[config.mk]
export PLATFORM = sky130hd
export DESIGN_NAME = jam_cost_server
export DESIGN_NICKNAME = d
export VERILOG_FILES = /design/src/rtl/jam_cost_server.sv
export SDC_FILE = /design/constraint.sdc
export NUM_CORES = 1
export LEC_CHECK = 0
export CELL_PAD_IN_SITES_DETAIL_PLACEMENT = 1
export CELL_PAD_IN_SITES_GLOBAL_PLACEMENT = 2
export CORE_ASPECT_RATIO = 1.25
export CORE_MARGIN = 3
export CORE_UTILIZATION = 51
export DETAILED_ROUTE_END_ITERATION = 8
export GPL_TIMING_DRIVEN = 0
export PLACE_DENSITY = 0.87
export SLEW_MARGIN = 10
export SYNTH_ARGS = -nofsm -noshare
export SYNTH_HDL_FRONTEND = slang
export SYNTH_SLANG_ARGS = --single-unit
[constraint.sdc]
create_clock -name CLK -period 5 [get_ports CLK]
set_input_delay 1 -clock CLK [delete_from_list [all_inputs] [get_ports CLK]]
set_output_delay 1 -clock CLK [all_outputs]
set_load 0.005 [all_outputs]
[src/rtl/jam_cost_server.sv]
// Cost-table responder: preloaded 8x8 worker/job cost matrix, W/J lookups, final-result checker.
// Latency: Cost is registered, valid one cycle after {W,J} is sampled; CHK_* update on the Valid edge.
// Backpressure: none; one load word per LD_EN cycle, one lookup per cycle, timeout bounds the serve phase.
module jam_cost_server #(
    parameter logic [19:0] TIMEOUT = 20'hFFFFF
) (
    input  logic        CLK,
    input  logic        RST,
    input  logic        LD_EN,
    input  logic [6:0]  LD_DATA,
    output logic        LD_READY,
    input  logic [2:0]  W,
    input  logic [2:0]  J,
    output logic [6:0]  Cost,
    input  logic        Valid,
    input  logic [9:0]  MinCost,
    input  logic [3:0]  MatchCount,
    input  logic [9:0]  EXP_MIN,
    input  logic [3:0]  EXP_CNT,
    output logic [19:0] CYCLES,
    output logic        CHK_DONE,
    output logic        CHK_PASS
);

    typedef enum logic [1:0] {
        ST_LOAD  = 2'd0,
        ST_SERVE = 2'd1,
        ST_DONE  = 2'd2
    } state_t;

    localparam logic [19:0] CYC_MAX = 20'hFFFFF;

    state_t     state;
    logic [5:0] ptr;
    logic [6:0] mem [64];
    logic       load_we;
    logic [5:0] rd_addr;
    logic       result_ok;

    assign load_we   = (state == ST_LOAD) && LD_EN;
    assign rd_addr   = {W, J};
    assign result_ok = (MinCost == EXP_MIN) && (MatchCount == EXP_CNT);

    // The array itself carries no reset; its contents are only trusted after a full 64-word load.
    always_ff @(posedge CLK) begin
        if (load_we) begin
            mem[ptr] <= LD_DATA;
        end
    end

    always_ff @(posedge CLK or negedge RST) begin
        if (!RST) begin
            state    <= ST_LOAD;
            ptr      <= 6'd0;
            LD_READY <= 1'b0;
            Cost     <= 7'd0;
            CYCLES   <= 20'd0;
            CHK_DONE <= 1'b0;
            CHK_PASS <= 1'b0;
        end else begin
            case (state)
                ST_LOAD: begin
                    Cost <= 7'd0;
                    if (LD_EN) begin
                        ptr <= ptr + 6'd1;
                        if (ptr == 6'd63) begin
                            LD_READY <= 1'b1;
                            state    <= ST_SERVE;
                        end
                    end
                end
                ST_SERVE: begin
                    Cost <= mem[rd_addr];
                    // Valid takes precedence over the timeout when both land on the same edge.
                    if (Valid) begin
                        CHK_PASS <= result_ok;
                        CHK_DONE <= 1'b1;
                        state    <= ST_DONE;
                    end else if (CYCLES == TIMEOUT) begin
                        CHK_PASS <= 1'b0;
                        CHK_DONE <= 1'b1;
                        state    <= ST_DONE;
                    end else if (CYCLES != CYC_MAX) begin
                        CYCLES <= CYCLES + 20'd1;
                    end
                end
                ST_DONE: begin
                    Cost <= mem[rd_addr];
                end
                default: begin
                    state <= ST_LOAD;
                end
            endcase
        end
    end

endmodule
==> out/results.txt, run 1 <==
Syn Std Cell Area - 19,400 sq um
Clock Latency Late Sink - 0.57 ns
TritonCTS clock tree - done
Clock sink count - 486
Asr flop ratio synth - 7.82%
CP startpoint - LD_EN
Final Setup Violations - 0
Hold WS - 0.366 ns
CP max stage delay - 0.94 ns
Commonest cells in the synthesized netlist - 448 x edfxtp_1, 112 x mux4_2, 75 x nor2_1
Post-CTS Hold Buffers - 0
Max FO, Critical Path - 8
Synth Area in Compound Gates - 1.76%
Most area-hungry cell type in the Yosys netlist - edfxtp_1
Area growth syn-to-layout - 14.9%
Critical R2R Capture - mem[53][2]$_DFFE_PP_
Post-synthesis simple-gate area fraction - 4.21%
Gpl congestion - 0.837
Number of flops mapped to enable cells by yosys - 448
Final WL - 48,200 um
Total CTS buffers - 46
Synth top area cells - edfxtp_1 69%, mux4_2 13%, dfrtp_1 4.9%, mux2i_1 2.9%, nor2_1 1.5%
GR Overflow Total - 0
Fin. max-slew vios - 0
Worst setup EP type - flip-flop
Die height - 224 um
Min Tclk post-route - 3.34 ns
Cell count of the worst reg-to-reg path - 6
Final HPWL from detailed placement - 31,700 um
CP endpoint - mem[53][2]$_DFFE_PP_
Status - finished clean
Initial DRC Count - 945
# diodes - 0
Type of the tightest min-delay check - in -> async
Initial core utilization - 51.8%
P_leak - 7.35 nW
Crit Path Category - in -> reg
Reg2Reg Setup Slack - 1.90 ns
CTS resizes - 0
Avg Vias per Cell - 6.19
Slew margin rel. - 31.2%
Worst r2r src - state[0]$_DFFE_PN0P_
Count leader, synth - edfxtp_1
Mean Syn Cell Area - 20.1 sq um
Endpoints failing hold - 0
Largest family of logic cells by synthesized area - multiplexers
Fmax achieved - 299 MHz
Syn_nets - 1,017
Main synth FF type - edfxtp_1
Clock Skew - 0.0268 ns
Pwr dens - 404 nW/um^2
Root Driver - clkbuf_16
Register area share after synthesis - 74.4%
DRT Pass-1 Iters - 7
Maxcap violations - 0
Library cells used by synthesis - 44
Crit-path cells - clkdlybuf4s50_1, nand2_1, nor2_1, nand3_1, nor2_1
Routed len/inst - 29.9 um
IO Pins - 75
Rows - 79
Worst Max-Slew Pin Slew - 1.03 ns
Peak supply drop - 0.000245 V
Post-CTS Setup Inserts - 0
Top cell type's share of synthesized area - 69.4%
CP most frequent cell - nor2_1
Initial antenna violation count - 0
Area of the core - 37,400 sq um
Max Root-Sink Buffers - 3
RSZ-0062 raised after global routing - false
Setup TNS - 0 ns
Synth warn - 0
Final worst-path cycle share - 66.9%
WP data required - 5.19 ns
ANT nets after route - 0
Worst Path Arrival - 3.54 ns
Crit start category - input pin
Mux contribution to synthesized area - 16.1%
Quantity of I/O buffers inserted on ports - 71
Vias - 9,985
Die area - 40,400 sq um
Global Route Usage Sum - 24.2%
#FFs+latches synth - 486
Worst-path clk slew - 0.06 ns
Die X - 180 um
Synth Area in XOR/XNOR - 1.63%
# DRC - 0
Layout Nets - 1,144
H-Tree Depth - 2
Layout cells sized above 1 - 19.9%
First-pass GRT wire length - 72,200 um
Synth Instances - 966
Critical path's slowest cell - nor2_1
Via count of the first global-routing pass - 10.8k
Largest net degree at the start of global routing - 57
Post-Synth Adder-Cell Area - 0.388%
-- registers in the layout, summed over array words and instances, names as in the netlist --
signal    flops
ptr           6
CYCLES       20
mem         448
LD_READY      1
state         2
Cost          7
CHK_DONE      1
CHK_PASS      1
-- power by group --
group | internal (mW) | total, mW | switching, mW
combinational | 0.333 | 0.927 | 0.594
clock | 1.94 | 3.39 | 1.46
sequential | 4.60 | 4.67 | 0.0706
-- cell type report --
class                      instances  area, sq um
buffer                            47          295
clock buffer                      58         1220
clock inverter                    24          238
fill                            3208        15100
inverter                           2         7.51
multi-input combinational        431         4660
sequential                       486        14400
tap                              486          608
timing repair buffer              79          831
-- worst min-delay path by stage --
stage	start	to	slack [ns]	cells past startpoint
6_report	RST	CYCLES[6]$_DFFE_PN0P_	0.37	1
5_1_grt	RST	CYCLES[6]$_DFFE_PN0P_	0.37	1
4_1_cts	RST	CYCLES[6]$_DFFE_PN0P_	0.35	1
3_5_place_dp	CHK_DONE$_DFFE_PN0P_	CHK_DONE$_DFFE_PN0P_	0.46	1
2_1_floorplan	CHK_DONE$_DFFE_PN0P_	CHK_DONE$_DFFE_PN0P_	0.46	1
3_3_place_gp	CHK_DONE$_DFFE_PN0P_	CHK_DONE$_DFFE_PN0P_	0.45	1
-- through the flow --
| step | cells | setup slack, ns | power, mW | utilization [%] | area, sq um |
|---|---|---|---|---|---|
| 6_report | 1613 | 1.66 | 8.99 | 59.6 | 22300 |
| 5_1_grt | 1613 | 1.67 | 9.29 | 59.6 | 22300 |
| 4_1_cts | 1613 | 1.83 | 9.03 | 59.6 | 22300 |
| 3_5_place_dp | 1531 | 1.22 | 5.67 | 55.7 | 20800 |
| 3_3_place_gp | 1523 | 1.28 | 5.61 | 55.4 | 20700 |
| 2_1_floorplan | 966 | 2.57 | 5.21 | - | 19400 |
-- critical path, delay by kind of cell --
kind / cells / cell delay [ns]
buf+inv: 1 / 0.53
simple gates: 4 / 1.99
-- layout by cell type (no fill, tap or decap), drive strengths merged, types with 15 or more instances in the layout --
master and instances:
clkbuf 76, dfrtp 38, clkinv 19, nand2 42
edfxtp 448, mux4 112, nand4 15, xnor2 24
clkdlybuf4s50 63, buf 45, nor2 75, a22oi 21
mux2i 56
-- layer usage --
layer	track usage, %	part of all wire, %
met5	0	0
met4	7.88	3.3
met3	3.88	6.4
met2	41.3	51
met1	32.4	39
-- logic make-up (layout without fill, tap and decap cells) --
logic type / after synthesis / in the layout
mux: 171 / 171
xor+xnor: 36 / 36
buf+inv: 49 / 210
simple gates: 175 / 175
flops: 486 / 486
fa+ha+maj: 6 / 6
compound gates: 43 / 43
(Power assumes the default switching activity.)
==> inputs of run 2 (changes only) <==
- CORE_UTILIZATION: 51 -> 48
- PLACE_DENSITY: 0.87 -> 0.83
- clock period: 5 -> 3.2 ns (I/O delays scaled with it)
==> run 2 against run 1 <==
  * First-iteration DRC count shrank 6.8%
  * Critical path depth grew 1
  * Setup slack lost 1.3 ns
  * Routed wire length shrank 2.7%
  * Largest power group unchanged
  * Cell count grew 0.81%
  * Critical endpoint is now mem[61][3]$_DFFE_PP_
  * Sequential power grew 56%
  * Total power grew 58%
  * Highest routed layer unchanged
==> out/results.txt, run 2 (synthesized netlist as in run 1, its figures left out) <==
CP startpoint - state[1]$_DFFE_PN0P_
Initial antenna violation count - 0
Final Setup Violations - 0
Placed Cells incl. Taps - 1,543
Endpoints failing hold - 0
Die height - 231 um
Worst Max-Slew Pin Slew - 0.898 ns
Max FO, Critical Path - 8
Slew margin rel. - 39.9%
Min Tclk post-route - 2.86 ns
Final WL - 46,900 um
Layout Nets - 1,145
Layout Cells excl Fill - 1,626
# diodes - 0
DRT Pass-1 Iters - 4
Clock Skew - 0.0237 ns
Setup TNS - 0 ns
Post-CTS Setup Inserts - 0
Die area - 42,800 sq um
IO Pins - 75
Reg area - 14,400 sq um
RSZ-0062 raised after global routing - false
Area of the core - 39,500 sq um
Crit Path Category - reg -> reg
TritonCTS clock tree - done
Worst setup EP type - flip-flop
Final instance area - 22,300 sq um
Fillers - 3,461
Clock Latency Late Sink - 0.57 ns
Crit start category - flip-flop
Final worst-path cycle share - 89.5%
P_leak - 7.38 nW
Gpl congestion - 0.833
Peak supply drop - 0.000381 V
Initial DRC Count - 881
Total CTS buffers - 47
Global Route Usage Sum - 22.5%
Most frequent cells in the layout - 448 x edfxtp_1, 112 x mux4_2, 75 x nor2_1
Rows - 81
Maxcap violations - 0
Die X - 186 um
Area growth syn-to-layout - 15.3%
CP endpoint - mem[61][3]$_DFFE_PP_
Type of the tightest min-delay check - in -> async
Post-DP Area - 20,800 sq um
Max Root-Sink Buffers - 3
Via count of the first global-routing pass - 10.6k
Fmax achieved - 349 MHz
ANT nets after route - 0
Final core occ - 56.5%
Final HPWL from detailed placement - 31,200 um
Largest net degree at the start of global routing - 49
Worst r2r src - state[1]$_DFFE_PN0P_
Initial core utilization - 49.0%
Top reg by flops - mem
# DRC - 0
Commonest non-fill, non-tap cell in the layout - edfxtp_1
Post-CTS Hold Buffers - 0
Quantity of I/O buffers inserted on ports - 71
Pwr dens - 634 nW/um^2
Clock sink count - 486
Worst Path Arrival - 3.05 ns
Avg Vias per Cell - 6.02
GR Overflow Total - 0
H-Tree Depth - 2
Reg2Reg Setup Slack - 0.34 ns
Area of the multi-input gates - 4660 sq um
Cell count of the worst reg-to-reg path - 6
Max FFs per register - 448
Routed len/inst - 28.8 um
WP data required - 3.39 ns
Hold WS - 0.0383 ns
Biggest registers after layout - mem x448, CYCLES x20, Cost x7
Status - finished clean
Critical R2R Capture - mem[61][3]$_DFFE_PP_
Fin. max-slew vios - 0
Vias - 9,792
Root Driver - clkbuf_16
Worst-path clk slew - 0.06 ns
Layout cells sized above 1 - 20.3%
First-pass GRT wire length - 69,900 um
CTS resizes - 0
[run 2: layer usage]
layer	GRT usage, %	part of all wire [%]	vias up	wire length [um]
met5	0	0	-	0
met4	7.31	3.1	0	1470
met3	4.52	7.1	83	3310
met2	38.2	51	366	23900
met1	29.3	39	5165	18200
li1	-	-	4178	-
[run 2: final cells by class]
class | instances | area share (%)
Sequential cell | 486 | 64.5
Clock inverter | 23 | 1.10
Tap cell | 498 | 2.79
Multi-Input combinational cell | 431 | 20.9
Clock buffer | 60 | 5.67
Buffer | 47 | 1.32
Timing Repair Buffer | 79 | 3.75
Inverter | 2 | 0.0336
[run 2: worst max-delay path, cell delays in order (launching register included)]
cell     delay (ns)
dfrtp_1        0.43
inv_1          0.11
ha_1           0.21
nand2_1        0.13
nor2_1         0.25
nand3_1        0.53
nor2_1         0.83
[run 2: how the worst min path moves through the flow]
stage,from,end
2_1_floorplan,RST,CHK_DONE$_DFFE_PN0P_
3_3_place_gp,CHK_DONE$_DFFE_PN0P_,CHK_DONE$_DFFE_PN0P_
3_5_place_dp,CHK_DONE$_DFFE_PN0P_,CHK_DONE$_DFFE_PN0P_
4_1_cts,RST,CYCLES[6]$_DFFE_PN0P_
5_1_grt,RST,CYCLES[6]$_DFFE_PN0P_
6_report,RST,CYCLES[6]$_DFFE_PN0P_
[run 2: per-stage QoR]
step	setup slack, ns	total power [mW]
2_1_floorplan	1.13	8.15
3_3_place_gp	-0.140	8.77
3_5_place_dp	-0.162	8.83
4_1_cts	0.289	14.3
5_1_grt	0.115	14.6
6_report	0.336	14.2
[run 2: power breakdown]
part / total, mW / internal (mW) / switching (mW)
Combinational: 1.41 / 0.517 / 0.890
Clock: 5.48 / 3.13 / 2.34
Sequential: 7.29 / 7.18 / 0.109
==> inputs of run 3 (changes only) <==
- RECOVER_POWER: not set -> 100
==> run 3 against run 2 <==
  * The flow now finishes with violations (max-capacitance violations, max-slew violations)
  * Register-to-register slack got worse by 0.04 ns
  * Design area fell by 0.59%
  * Sequential cell count did not move
  * Total power fell by 0.28%
  * Sequential power barely moved
  * Count of clock-buffer cells in the layout did not move
  * Die area did not move
  * Critical path depth rose by 1
  * Combinational power fell by 3%
==> out/results.txt, run 3 (synthesized netlist as in run 1, its figures left out) <==
Final WL - 46,800 um
GR Overflow Total - 0
Via count of the first global-routing pass - 10.6k
Fmax achieved - 342 MHz
H-Tree Depth - 2
Area growth syn-to-layout - 14.7%
DRT met1 WL - 18,200 um
ANT nets after route - 0
Area of the core - 39,500 sq um
TritonCTS clock tree - done
Post-CTS Setup Inserts - 0
Worst Max-Slew Pin Slew - 2.11 ns
Worst-path clk slew - 0.06 ns
Worst Path Arrival - 3.35 ns
DRT Pass-1 Iters - 5
Type of the tightest min-delay check - in -> async
CTS resizes - 0
Slew margin rel. - -40.5%
Worst setup EP type - flip-flop
Final core occ - 56.2%
Avg Vias per Cell - 5.96
Endpoints failing hold - 0
CP delay by family, top - buffers and inverters
Final Setup Violations - 0
Fin. max-slew vios - 296
Die height - 231 um
Layout Nets - 1,145
Top reg by flops - mem
Post-DP Area - 20,800 sq um
Layout cells sized above 1 - 18.4%
CP most frequent cell - clkbuf_1
Clock Latency Late Sink - 0.57 ns
Clock Skew - 0.0257 ns
WL met2 - 23,800 um
Most frequent cells in the layout - 448 x edfxtp_1, 112 x mux4_2, 75 x nor2_1
Initial DRC Count - 866
Crit-path cells - clkbuf_1, clkbuf_1, clkbuf_2, mux2i_1, a22oi_1, nand4_1, nand2_1
Root Driver - clkbuf_16
Peak supply drop - 0.000382 V
Total CTS buffers - 47
Global Route Usage Sum - 22.5%
Final WS setup - 0.280 ns
Crit start category - input pin
Post-CTS Hold Buffers - 0
Maxcap violations - 7
CP max stage delay - 0.65 ns
Vias - 9,692
Critical path's slowest cell - clkbuf_1
DR WL met3 - 3400 um
Pwr dens - 636 nW/um^2
Worst Path Buf+Inv - 3
Crit Path Category - in -> reg
Biggest registers after layout - mem x448, CYCLES x20, Cost x7
Commonest non-fill, non-tap cell in the layout - edfxtp_1
Max Root-Sink Buffers - 3
WP data required - 3.63 ns
Initial antenna violation count - 0
RSZ-0062 raised after global routing - false
Die X - 186 um
Gpl congestion - 0.833
Place WS - -0.162 ns
Max FO, Critical Path - 10
Clock sink count - 486
Rows - 81
Initial core utilization - 49.0%
# DRC - 0
Final worst-path cycle share - 91.2%
P_leak - 7.43 nW
Final HPWL from detailed placement - 31,200 um
Status - complete, but fails checks
Min Tclk post-route - 2.92 ns
Setup TNS - 0 ns
# diodes - 0
Max FFs per register - 448
IO Pins - 75
Routed len/inst - 28.8 um
Failing checks - max-capacitance violations, max-slew violations
Largest net degree at the start of global routing - 49
Quantity of I/O buffers inserted on ports - 71
First-pass GRT wire length - 69,900 um
Top Layer Used - met4
Die area - 42,800 sq um
Final instance area - 22,200 sq um
-- run 3: final timing paths --
check,slack (ns),to,cells past startpoint,start
max in group asynchronous,1.38,Cost[2]$_DFFE_PN0P_,2,RST
min in group CLK,0.47,CHK_DONE$_DFFE_PN0P_,1,CHK_DONE$_DFFE_PN0P_
min,0.23,CYCLES[9]$_DFFE_PN0P_,1,RST
min reg2reg,0.47,CHK_DONE$_DFFE_PN0P_,1,CHK_DONE$_DFFE_PN0P_
max,0.28,Cost[2]$_DFFE_PN0P_,7,J[2]
max reg2reg,0.30,mem[61][3]$_DFFE_PP_,6,state[1]$_DFFE_PN0P_
-- run 3: layout make-up --
cell class | count | area (sq um)
buffer | 47 | 293
clock buffer | 60 | 1270
multi-input combinational | 431 | 4650
clock inverter | 23 | 245
timing repair buffer | 79 | 726
tap | 498 | 623
sequential | 486 | 14400
inverter | 2 | 7.51
fill | 3467 | 17300
-- run 3: worst register-to-register path: cells and delay by family (launching register included) --
kind                       cells  cell delay [ns]
DFF                            1             0.43
adders and majority gates      1             0.22
and+or+nand+nor                4             1.78
buffers and inverters          1             0.11
-- run 3: per-stage QoR --
stage	cells	hold slack (ns)	total power, mW
finish	1626	0.234	14.1
global route	1626	0.304	14.6
CTS	1626	0.0405	14.3
detailed placement	1543	0.456	8.83
global placement	1535	0.449	8.77
floorplan	966	0.344	8.15
-- run 3: where the power goes --
part / internal, mW / leakage [nW] / switching, mW
clock network: 3.13 / 0.733 / 2.33
registers: 7.19 / 4.54 / 0.108
logic: 0.484 / 2.15 / 0.887
-- run 3: routing by layer --
layer / up-vias / global-route usage, %
met5: - / 0
met4: 0 / 7.31
met3: 82 / 4.52
met2: 372 / 38.2
met1: 5064 / 29.3
li1: 4174 / -
